$ cat src/rtl/csr_unit.sv
// Machine-mode CSR file and trap sequencer. Holds mstatus, mie, mip, mepc,
// mtvec, mcycle and minstret. Raises the decoder's interrupt line and issues
// a registered PC redirect for mret, trap entry and WFI wake-up.
module csr_unit #(
   parameter logic [31:0] MTVEC_RST = 32'h0001_0000,
   parameter int          XLEN      = 32
) (
   input  logic            clk,
   input  logic            rst_n,
   input  logic            stall,
   input  logic            csr_we,
   input  logic [11:0]     csr_addr,
   input  logic [XLEN-1:0] csr_wdata,
   output logic [XLEN-1:0] csr_rdata,
   input  logic            mret,
   input  logic            wfi,
   input  logic [XLEN-1:0] pc_ex,
   input  logic            retire,
   input  logic            ext_irq,
   input  logic            tmr_irq,
   output logic            interrupt,
   output logic            redirect,
   output logic [XLEN-1:0] redirect_pc
);

   typedef enum logic [1:0] {
      ST_RUN   = 2'd0,
      ST_SLEEP = 2'd1,
      ST_TRAP  = 2'd2
   } state_t;

   localparam logic [11:0] A_MSTATUS   = 12'h300;
   localparam logic [11:0] A_MIE       = 12'h304;
   localparam logic [11:0] A_MTVEC     = 12'h305;
   localparam logic [11:0] A_MEPC      = 12'h341;
   localparam logic [11:0] A_MIP       = 12'h344;
   localparam logic [11:0] A_MCYCLE    = 12'hB00;
   localparam logic [11:0] A_MINSTRET  = 12'hB02;
   localparam logic [11:0] A_MCYCLEH   = 12'hB80;
   localparam logic [11:0] A_MINSTRETH = 12'hB82;

   state_t            state_q, state_d;
   logic              mie_q, mie_d;        // mstatus.MIE
   logic              mpie_q, mpie_d;      // mstatus.MPIE
   logic              meie_q, meie_d;      // mie.MEIE
   logic              mtie_q, mtie_d;      // mie.MTIE
   logic [XLEN-1:0]   mepc_q, mepc_d;
   logic [XLEN-1:0]   mtvec_q, mtvec_d;
   logic [XLEN-1:0]   wake_pc_q, wake_pc_d;
   logic [63:0]       mcycle_q, mcycle_d;
   logic [63:0]       minstret_q, minstret_d;
   logic              redirect_q, redirect_d;
   logic [XLEN-1:0]   redirect_pc_q, redirect_pc_d;

   logic              pend_s;
   logic              csr_wr_s;

   assign pend_s    = (ext_irq & meie_q) | (tmr_irq & mtie_q);
   assign interrupt = pend_s & mie_q;

   assign redirect    = redirect_q;
   assign redirect_pc = redirect_pc_q;

   // Combinational CSR read returning the value held before any write this cycle.
   always_comb begin
      csr_rdata = 32'h0000_0000;
      case (csr_addr)
         A_MSTATUS:   csr_rdata = {19'd0, 2'b11, 3'd0, mpie_q, 3'd0, mie_q, 3'd0};
         A_MIE:       csr_rdata = {20'd0, meie_q, 3'd0, mtie_q, 7'd0};
         A_MTVEC:     csr_rdata = mtvec_q;
         A_MEPC:      csr_rdata = mepc_q;
         A_MIP:       csr_rdata = {20'd0, ext_irq, 3'd0, tmr_irq, 7'd0};
         A_MCYCLE:    csr_rdata = mcycle_q[31:0];
         A_MCYCLEH:   csr_rdata = mcycle_q[63:32];
         A_MINSTRET:  csr_rdata = minstret_q[31:0];
         A_MINSTRETH: csr_rdata = minstret_q[63:32];
         default:     csr_rdata = 32'h0000_0000;
      endcase
   end

   // Sequencer next state, trap/mret side effects, CSR writes and counter updates.
   always_comb begin
      state_d       = state_q;
      mie_d         = mie_q;
      mpie_d        = mpie_q;
      meie_d        = meie_q;
      mtie_d        = mtie_q;
      mepc_d        = mepc_q;
      mtvec_d       = mtvec_q;
      wake_pc_d     = wake_pc_q;
      redirect_d    = 1'b0;
      redirect_pc_d = 32'h0000_0000;
      csr_wr_s      = 1'b0;
      mcycle_d      = mcycle_q + 64'd1;
      minstret_d    = retire ? (minstret_q + 64'd1) : minstret_q;

      case (state_q)
         ST_RUN: begin
            if (stall) begin
               state_d = ST_RUN;
            end else if (interrupt) begin
               // Interrupt outranks mret/wfi/csr_we; the EX instruction is discarded.
               mepc_d  = {pc_ex[XLEN-1:2], 2'b00};
               mpie_d  = mie_q;
               mie_d   = 1'b0;
               state_d = ST_TRAP;
            end else if (mret) begin
               mie_d         = mpie_q;
               mpie_d        = 1'b1;
               redirect_d    = 1'b1;
               redirect_pc_d = mepc_q;
            end else if (wfi) begin
               wake_pc_d = pc_ex + 32'd4;
               state_d   = ST_SLEEP;
            end else if (csr_we) begin
               csr_wr_s = 1'b1;
            end else begin
               state_d = ST_RUN;
            end
         end
         ST_SLEEP: begin
            if (pend_s && mie_q) begin
               mepc_d  = {wake_pc_q[XLEN-1:2], 2'b00};
               mpie_d  = 1'b1;
               mie_d   = 1'b0;
               state_d = ST_TRAP;
            end else if (pend_s) begin
               // Pending but globally disabled: resume after the WFI.
               redirect_d    = 1'b1;
               redirect_pc_d = wake_pc_q;
               state_d       = ST_RUN;
            end else begin
               state_d = ST_SLEEP;
            end
         end
         ST_TRAP: begin
            redirect_d    = 1'b1;
            redirect_pc_d = {mtvec_q[XLEN-1:2], 2'b00};
            state_d       = ST_RUN;
         end
         default: begin
            state_d = ST_RUN;
         end
      endcase

      if (csr_wr_s) begin
         case (csr_addr)
            A_MSTATUS: begin
               mie_d  = csr_wdata[3];
               mpie_d = csr_wdata[7];
            end
            A_MIE: begin
               meie_d = csr_wdata[11];
               mtie_d = csr_wdata[7];
            end
            A_MTVEC:     mtvec_d = {csr_wdata[XLEN-1:2], 2'b00};
            A_MEPC:      mepc_d  = {csr_wdata[XLEN-1:2], 2'b00};
            // Counter writes replace only the addressed half; the other half
            // still takes this cycle's increment (including carry).
            A_MCYCLE:    mcycle_d[31:0]    = csr_wdata;
            A_MCYCLEH:   mcycle_d[63:32]   = csr_wdata;
            A_MINSTRET:  minstret_d[31:0]  = csr_wdata;
            A_MINSTRETH: minstret_d[63:32] = csr_wdata;
            default:     csr_wr_s = 1'b1;  // unmapped or read-only: write dropped
         endcase
      end else begin
         csr_wr_s = 1'b0;
      end
   end

   // State, CSR and redirect registers with asynchronous active-low reset.
   always_ff @(posedge clk or negedge rst_n) begin
      if (!rst_n) begin
         state_q       <= ST_RUN;
         mie_q         <= 1'b0;
         mpie_q        <= 1'b0;
         meie_q        <= 1'b0;
         mtie_q        <= 1'b0;
         mepc_q        <= 32'h0000_0000;
         mtvec_q       <= {MTVEC_RST[31:2], 2'b00};
         wake_pc_q     <= 32'h0000_0000;
         mcycle_q      <= 64'd0;
         minstret_q    <= 64'd0;
         redirect_q    <= 1'b0;
         redirect_pc_q <= 32'h0000_0000;
      end else begin
         state_q       <= state_d;
         mie_q         <= mie_d;
         mpie_q        <= mpie_d;
         meie_q        <= meie_d;
         mtie_q        <= mtie_d;
         mepc_q        <= mepc_d;
         mtvec_q       <= mtvec_d;
         wake_pc_q     <= wake_pc_d;
         mcycle_q      <= mcycle_d;
         minstret_q    <= minstret_d;
         redirect_q    <= redirect_d;
         redirect_pc_q <= redirect_pc_d;
      end
   end

endmodule

$ cat config.mk
export PLATFORM = sky130hd
export DESIGN_NAME = csr_unit
export DESIGN_NICKNAME = d
export VERILOG_FILES = /design/src/rtl/csr_unit.sv
export SDC_FILE = /design/constraint.sdc
export NUM_CORES = 1
export LEC_CHECK = 0
export BUFFER_PORTS_ARGS = -buffer_cell sky130_fd_sc_hd__buf_2
export CELL_PAD_IN_SITES_DETAIL_PLACEMENT = 1
export CELL_PAD_IN_SITES_GLOBAL_PLACEMENT = 1
export CORE_MARGIN = 3
export CORE_UTILIZATION = 46
export CTS_CLUSTER_SIZE = 14
export DETAILED_ROUTE_END_ITERATION = 8
export PLACE_DENSITY_LB_ADDON = 0.25
export SLEW_MARGIN = 20
export SYNTH_ARGS = -nofsm -noshare
export SYNTH_HDL_FRONTEND = slang
export SYNTH_SLANG_ARGS = --single-unit
$ cat constraint.sdc
create_clock -name clk -period 3.9 [get_ports clk]
set_clock_uncertainty 0.15 [all_clocks]
set_input_delay 0 -clock clk [delete_from_list [all_inputs] [get_ports clk]]
set_output_delay 0 -clock clk [all_outputs]
set_load 0.01 [all_outputs]
## Word level (Yosys, flattened, before mapping)

Index checks and enable logic that the tools add are counted.

| storage, ports and cells | value |
|---|---|
| register bits after elaboration | 261 |
| input port bits | 85 |
| output and inout bits | 66 |
| logic and storage cells | 95 |

| cells by class | value |
|---|---|
| $add $sub $neg | 3 |
| equality and inequality tests | 13 |
| mux-type cells | 54 |
| bitwise gates (word level) | 7 |
| reduce and logical (&&, ||, !) cells | 6 |

Operators with widths:

| operator | number |
|---|---|
| 32-bit 2-to-1 mux | 14 |
| 32-bit one-hot mux with 9 select lines | 1 |
| 64-bit 2-to-1 mux | 3 |
| 64-bit by 1-bit adder with 64-bit output (second input constant) | 2 |
| 32-bit one-hot mux with 3 select lines | 1 |
| 32-bit one-hot mux with 2 select lines | 1 |
| 12-bit by 10-bit == test with 1-bit output (second input constant) | 5 |
| 12-bit == test (second input constant) | 4 |
| 32-bit by 3-bit adder with 32-bit output (second input constant) | 1 |
| 1-bit 2-to-1 mux | 24 |
| 2-bit 2-to-1 mux | 6 |
| 2-bit AND reduction | 3 |
| 5-bit inequality test (second input constant) | 1 |
| 5-bit AND reduction | 1 |
| 4-bit inequality test (second input constant) | 1 |
| 1-bit one-hot mux with 2 select lines | 2 |
| 2-bit one-hot mux with 2 select lines | 1 |
| 1-bit bitwise AND | 3 |
| 1-bit NOT | 3 |
| 1-bit one-hot mux with 3 select lines | 1 |
| 2-bit by 1-bit == test with 1-bit output (second input constant) | 1 |
| 2-bit == test (second input constant) | 1 |
| 2-bit logical NOT | 1 |
| 1-bit logical AND | 1 |
| 1-bit OR | 1 |

## Depth between registers and ports, before layout

Gate-level depths: netlist of run 1.

| depth | value |
|---|---|
| word-level depth | 8 |
| depth in mapped cells | 9 |
| mapped depth without buffers | 6 |

## Least setup slack after synthesis of run 1

OpenSTA, ideal clock, no wires.

| timing path | value |
|---|---|
| path kind | reg-to-reg |
| from | reg minstret_q[0] |
| to | reg minstret_q[52] |
| setup time | 82 ps |
| data arrival time | 2564 ps |
| data required time | 3668 ps |
| slack | 1104 ps |
| cell stages (with the launch flop) | 9 |
| buffers on the path | 2 |
| period minus slack after synthesis | 2796 ps |
| cells stage by stage | dfrtp_1 -> ha_1 -> nand4_1 -> or4_1 -> buf_2 -> or4b_4 -> buf_6 -> or4_1 -> a31oi_1 |

| between the ends | value |
|---|---|
| longest elaborated chain between the ends | 4 |

RTL lines:

| what | line | source |
|---|---|---|
| start: declaration | 51 | `logic [63:0] minstret_q, minstret_d;` |
| start signal: assignment | 196 | `minstret_q <= minstret_d;` |
| 64-bit by 1-bit adder with 64-bit output * | 95 | `minstret_d = retire ? (minstret_q + 64'd1) : minstret_q;` |
| 64-bit 2-to-1 mux * | 95 |  |
| 32-bit 2-to-1 mux | 147 | `case (csr_addr)` |
| 64-bit 2-to-1 mux * | 146 | `if (csr_wr_s) begin` |
| named net minstret_d[52] | 51 |  |

Mark *: on every way through the listed nets, which the timed path passes. The rest lies on a longest branch.
A chain may end at the register's enable or synchronous reset.

## Worst setup path after layout of run 1

| timing path | value |
|---|---|
| from | reg state_q[0] |
| to | reg mepc_q[11] |

| between the ends | value |
|---|---|
| longest elaborated chain between the ends | 4 |
| elaborated cells on any way between the ends | 6 |
| classes of those cells | eq/ne: 1; mux: 4; reduce/logical: 1 |

RTL lines:

| what | line | source |
|---|---|---|
| start: declaration | 42 | `state_t state_q, state_d;` |
| start signal: assignment | 187 | `state_q <= state_d;` |
| 2-bit by 1-bit == test with 1-bit output or 2-bit logical NOT (tied branches) | 97 | `case (state_q)` |
| 32-bit one-hot mux with 2 select lines | 97 |  |
| 32-bit 2-to-1 mux | 147 |  |
| 32-bit 2-to-1 mux * | 146 |  |
| named net mepc_d[11] | 47 | `logic [XLEN-1:0] mepc_q, mepc_d;` |
| end signal: assignment | 192 | `mepc_q <= mepc_d;` |
| end: declaration | 47 |  |

Marks and branches as above.

==> metrics.txt, run 1 <==
outcome finished, violations left; failing checks DRC, hold timing; Critical Path End Type register; Tot GR Track Use 36.5%; CTS H-Tree Depth 1; Mapped Nets 1661; Worst Setup Path Type register to register; Top FF cell, synth dfrtp_1; vias after detailed routing 15243; Max-Cap Viols 0; reg2reg setup slack 0.17 ns; Core ar. 30700 sq um; vias in the first global route 15521; Worst Path Max Fanout 62; die boundary height 183 um; initial antenna violation count 1; Crit path required time 4.21 ns; Area growth syn-to-layout 24.5%; synthesized cell area 14400 sq um; fin. max-slew vios 0; Fin. Hold Viols 11; I/O pins 151; Syn Inst Count 1573; Iter 0 DRT Violations 2206; Seq cells post-synth 261; Die ar. 33500 sq um; Layout Utilization 58.3%; CTS Buf Count 30; post-CTS setup buffers 0; port bufs 150; DRC 42; HPWL after DPL 41500 um; total global routing overflow 0; Final setup viols 0; largest net degree at the start of global routing 116; final wirelength 62300 um; cell taking the most area after synthesis dfrtp_1; post-synth top area share 45.2%; RSZ-0062 raised after global routing no; Post-synth EDFFs 0; Clock transition at path regs 0.07 ns; Die X 183 um; worst min-delay path category input pin to asynchronous set/reset pin; Area contributors post-synth dfrtp_1, a222oi_1, nand2_1, o21ai_0, nor2_1; clock sink count 261; most common library cells after synthesis dfrtp_1, nand2_1, nor2_1; share of cells above drive strength 1 16.2%; placer's final routability congestion estimate 0.972; Ys Warns 0; worst skew pair latency 0.58 ns; Routed Antenna Nets 0; clk buf depth 3; f_max 268 MHz; Filler cells 3501; vias per cell 6.83; Pwr per Cell Area 343 nW/um^2; drt pass-1 iters 9; maximum vdd ir drop 0.000312 V; worst slew pin tran 0.978 ns; Sum Neg Setup Slack 0 ns; Final Net Count 1901; Leak 7.91 nW; CTS tree done; global-route wire length before repair 94900 um; Initial Util 46.8%; Post-Syn Area per Cell 9.15 sq um; period utilisation layout 95.6%; cell with the most instances after synthesis dfrtp_1; Rel. slew slack 34.8%; final worst path period need 3.73 ns; Startpoint Class register; Rows 64; Hold WS -0.0336 ns; CP arrival 4.03 ns; asr flop ratio synth 100%; CTS Root Cell clkbuf_16; Seq/Total Area, Yosys 45.4%; Routed wire per std cell 27.9 um; Yosys cell types 57
timing repair:
action | 4_1_cts | 5_1_grt
endpoints found under the setup margin | 0 | 4
hold buffers | 128 | 0
gates resized for setup | 0 | 2
hold endpoints to repair | 336 | 0
cell usage in the layout, fill, tap and decap left out, types with 30 or more instances in the layout:
cell           instances
a21oi_1               57
a31oi_1               45
o21ai_0              104
or4_1                 33
clkbuf_16             30
nor2_1               119
xor2_1                50
nand3_1               75
buf_2                149
a222oi_1             113
nand4_1               58
xnor2_1               50
mux2_2                34
inv_1                 50
dlygate4sd3_1        128
nand2_1              184
buf_4                 34
dfrtp_1              260
worst max-delay path: stages (launching register included):
cell and delay (ns):
dfrtp_1 0.51, or3_1 0.49, a2111oi_2 0.38, dlygate4sd3_1 0.68, buf_12 0.21, nand2_2 0.08, buf_6 0.25, nor2_1 0.15
a21oi_1 0.07, dlygate4sd3_1 0.61
through the flow:
step	instances	total power, mW	instance area, sq um	setup slack [ns]
after floorplan	1573	2.96	14400	1.10
after CTS	2230	6.13	17900	0.276
after global placement	2049	3.17	15600	0.823
after global routing	2231	6.34	17900	0.0808
final	2232	6.15	17900	0.172
after detailed placement	2049	3.19	15600	0.699
cell families after synthesis:
kind of cell	Yosys count	share of synthesized area [%]
AO/OA/AOI/OAI	373	18.4
multiplexers	41	3.15
buffers and inverters	158	4.20
XOR/XNOR	100	6.08
AND/OR/NAND/NOR	637	22.6
adder cells (fa/ha/maj)	3	0.261
flip-flops	261	45.4
sequential cells by signal (all words and copies together), names as in the netlist, 2 cells and up:
name / cells
state_q: 2
mcycle_q: 64
wake_pc_q: 32
redirect_pc: 32
minstret_q: 64
mtvec_q: 30
mepc_q: 32
layout make-up:
type | count | area (sq um) | share of cell area [%]
antenna | 2 | 5.00 | 0.0279
clock buffer | 44 | 883 | 4.93
clock inverter | 9 | 110 | 0.614
inverter | 50 | 188 | 1.05
multi-input combinational | 1154 | 7340 | 40.9
sequential | 261 | 6530 | 36.5
tap | 396 | 495 | 2.76
timing repair buffer | 316 | 2370 | 13.2
routing by layer:
| layer | routed length, um | GRT usage [%] | vias to the layer above |
|---|---|---|---|
| met3 | 6380 | 6.29 | 122 |
| met1 | 25100 | 50.8 | 7716 |
| met4 | 1780 | 9.81 | 0 |
| met2 | 29000 | 59.5 | 953 |
| met5 | 0 | 0 | - |
| li1 | - | - | 6452 |
worst paths after layout:
kind | startpoint | end | cells past startpoint
setup / recovery | state_q[0] | mepc_q[11] | 9
hold / removal | rst_n | mcycle_q[40] | 2
setup reg to reg | state_q[0] | mepc_q[11] | 9
hold reg to reg | wake_pc_q[5] | wake_pc_q[5] | 2
max in group asynchronous | rst_n | minstret_q[27] | 3
min in group clk | csr_addr[1] | meie_q | 5
where the power goes:
| group | leakage, nW | internal [mW] | total, mW | switching (mW) |
|---|---|---|---|---|
| clock network | 0.493 | 1.69 | 2.91 | 1.22 |
| registers | 3.50 | 2.75 | 2.82 | 0.0695 |
| logic | 3.92 | 0.173 | 0.421 | 0.248 |
Note: power is estimated with default switching activity, not from simulation.
==> inputs of run 2 (changes only) <==
- CORE_MARGIN: 3 -> 1.5
- REMOVE_ABC_BUFFERS: not set -> 1
==> run 2 against run 1 <==
Clock power grew 13%. Power grew 5.9%. Core utilization shrank 0.46 points. Sequential power is essentially flat. Sequential cell count is the same. Hold slack gained 0.10 ns. Maximum frequency increased by 2.4%. Combinational power down 3%. Global-route usage grew 0.28 points. Design area down 1.1%. The flow now finishes without violations. Die area down 3.3%.
==> metrics.txt, run 2 (synthesized netlist as in run 1, its figures left out) <==
outcome complete, no violations; largest net degree at the start of global routing 87; Clock transition at path regs 0.07 ns; RSZ-0062 raised after global routing no; Final Net Count 1869; Core ar. 30700 sq um; Startpoint Class register; CTS Buf Count 30; Final setup viols 0; Hold Path Depth 5; share of cells above drive strength 1 16.6%; Largest regs mcycle_q x64, minstret_q x64; Hold WS 0.0712 ns; Post-CTS Resized 0; # diodes 0; fraction of power consumed by the clock network 50.4%; Final Cell Area 17700 sq um; Pwr per Cell Area 367 nW/um^2; CP arrival 3.92 ns; vias per cell 6.82; final wirelength 60200 um; Initial Util 46.9%; Sum Neg Setup Slack 0 ns; vias after detailed routing 15002; f_max 275 MHz; Rel. slew slack 39.0%; period utilisation layout 93.3%; worst skew pair latency 0.57 ns; Die ar. 32400 sq um; area occupied by multi-input gates 7310 sq um; reg2reg setup slack 0.26 ns; area occupied by registers 6530 sq um; Rows 64; NetSw 1.55 mW; Iter 0 DRT Violations 2270; clock sink count 261; Worst Path Max Fanout 43; hold_sp csr_addr[1]; vias in the first global route 15365; CTS H-Tree Depth 1; clk buf depth 3; Fin. Hold Viols 0; DRC 0; Placed Area 15600 sq um; Filler cells 3488; fin. max-slew vios 0; Tot GR Track Use 36.8%; maximum vdd ir drop 0.000319 V; total power 6.51 mW; drt pass-1 iters 9; most frequent cells in the layout dfrtp_1, nand2_1, buf_2, nor2_1, a222oi_1; Sw Share 23.8%; Worst Setup Path Type register to register; CTS tree done; worst min-delay path category input pin to register; initial antenna violation count 1; final worst slack 0.261 ns; Routed Antenna Nets 0; Crit path required time 4.19 ns; CTS Root Cell clkbuf_16; Leak 7.80 nW; HPWL after DPL 41000 um; Layout Utilization 57.8%; placer's final routability congestion estimate 0.937; Placed Instances 2048; R2R Path End minstret_q[58]; port bufs 150; Hold EP meie_q; Critical Path End Type register; Area growth syn-to-layout 23.2%; Routed wire per std cell 27.3 um; commonest non-fill, non-tap cell in the layout dfrtp_1; total global routing overflow 0; r2r startpoint state_q[0]; logic gate share of total power 6.2%; Die X 180 um; Cell Count, Final, Fillers Out 2200; final worst path period need 3.64 ns; r2r worst-path depth 8; Internal Power 4.97 mW; die boundary height 180 um; worst slew pin tran 0.915 ns; dpl ws 0.722 ns; Flop pwr share 43.3%; global-route wire length before repair 93000 um; Max-Cap Viols 0; I/O pins 151
## run 2: changes by cell type in the layout (fill, tap and decap cells not counted), sizes merged
cell         delta
dlygate4sd3    -32
bufinv          +6
clkbuf          -6
clkinv          +2
diode           -2
## run 2: layout make-up
type / count / share of cell area (%)
multi-input cells: 1154 / 41.2
flip-flops and latches: 261 / 36.8
repair buffers: 284 / 11.7
clock buffers: 38 / 4.75
well taps: 396 / 2.79
clock inverters: 17 / 1.65
inverters: 50 / 1.06
## run 2: critical path, cell delays in order, from the launching register on
cell	delay [ns]
dfrtp_1	0.47
or3_1	0.45
a2111oi_2	0.33
dlygate4sd3_1	0.59
buf_4	0.33
nand2_2	0.56
buf_4	0.40
nor2_1	0.14
a31oi_1	0.07
## run 2: power groups by stage
stage,clock network [mW],logic [mW],registers [mW]
2_1_floorplan,0,0.105,2.85
3_3_place_gp,0,0.310,2.86
3_5_place_dp,0,0.320,2.87
5_1_grt,3.41,0.440,2.83
6_report,3.28,0.407,2.82
4_1_cts,3.30,0.397,2.82
## run 2: layer usage
| metal | track usage [%] | routed length [um] | vias to the layer above |
|---|---|---|---|
| li1 | - | - | 6380 |
| met1 | 50.8 | 24100 | 7608 |
| met2 | 58.6 | 27800 | 882 |
| met3 | 7.15 | 6420 | 130 |
| met4 | 10.8 | 1780 | 2 |
| met5 | 0 | 59 | - |
## run 2: repair_timing
| action | CTS | global route |
|---|---|---|
| setup endpoints to repair | 0 | 0 |
| hold buffers | 97 | 0 |
| buffers inserted | 0 | 0 |
| hold endpoints to repair | 367 | 0 |
## run 2: how the worst max path moves through the flow
stage / startpoint / endpoint / slack, ns / cells past startpoint
floorplan: csr_addr[10] / mcycle_q[44] / -1.99 / 5
global placement: minstret_q[0] / minstret_q[56] / 0.78 / 6
detailed placement: minstret_q[0] / minstret_q[56] / 0.72 / 6
CTS: state_q[0] / minstret_q[58] / 0.32 / 8
global route: state_q[0] / minstret_q[58] / 0.13 / 8
finish: state_q[0] / minstret_q[58] / 0.26 / 8
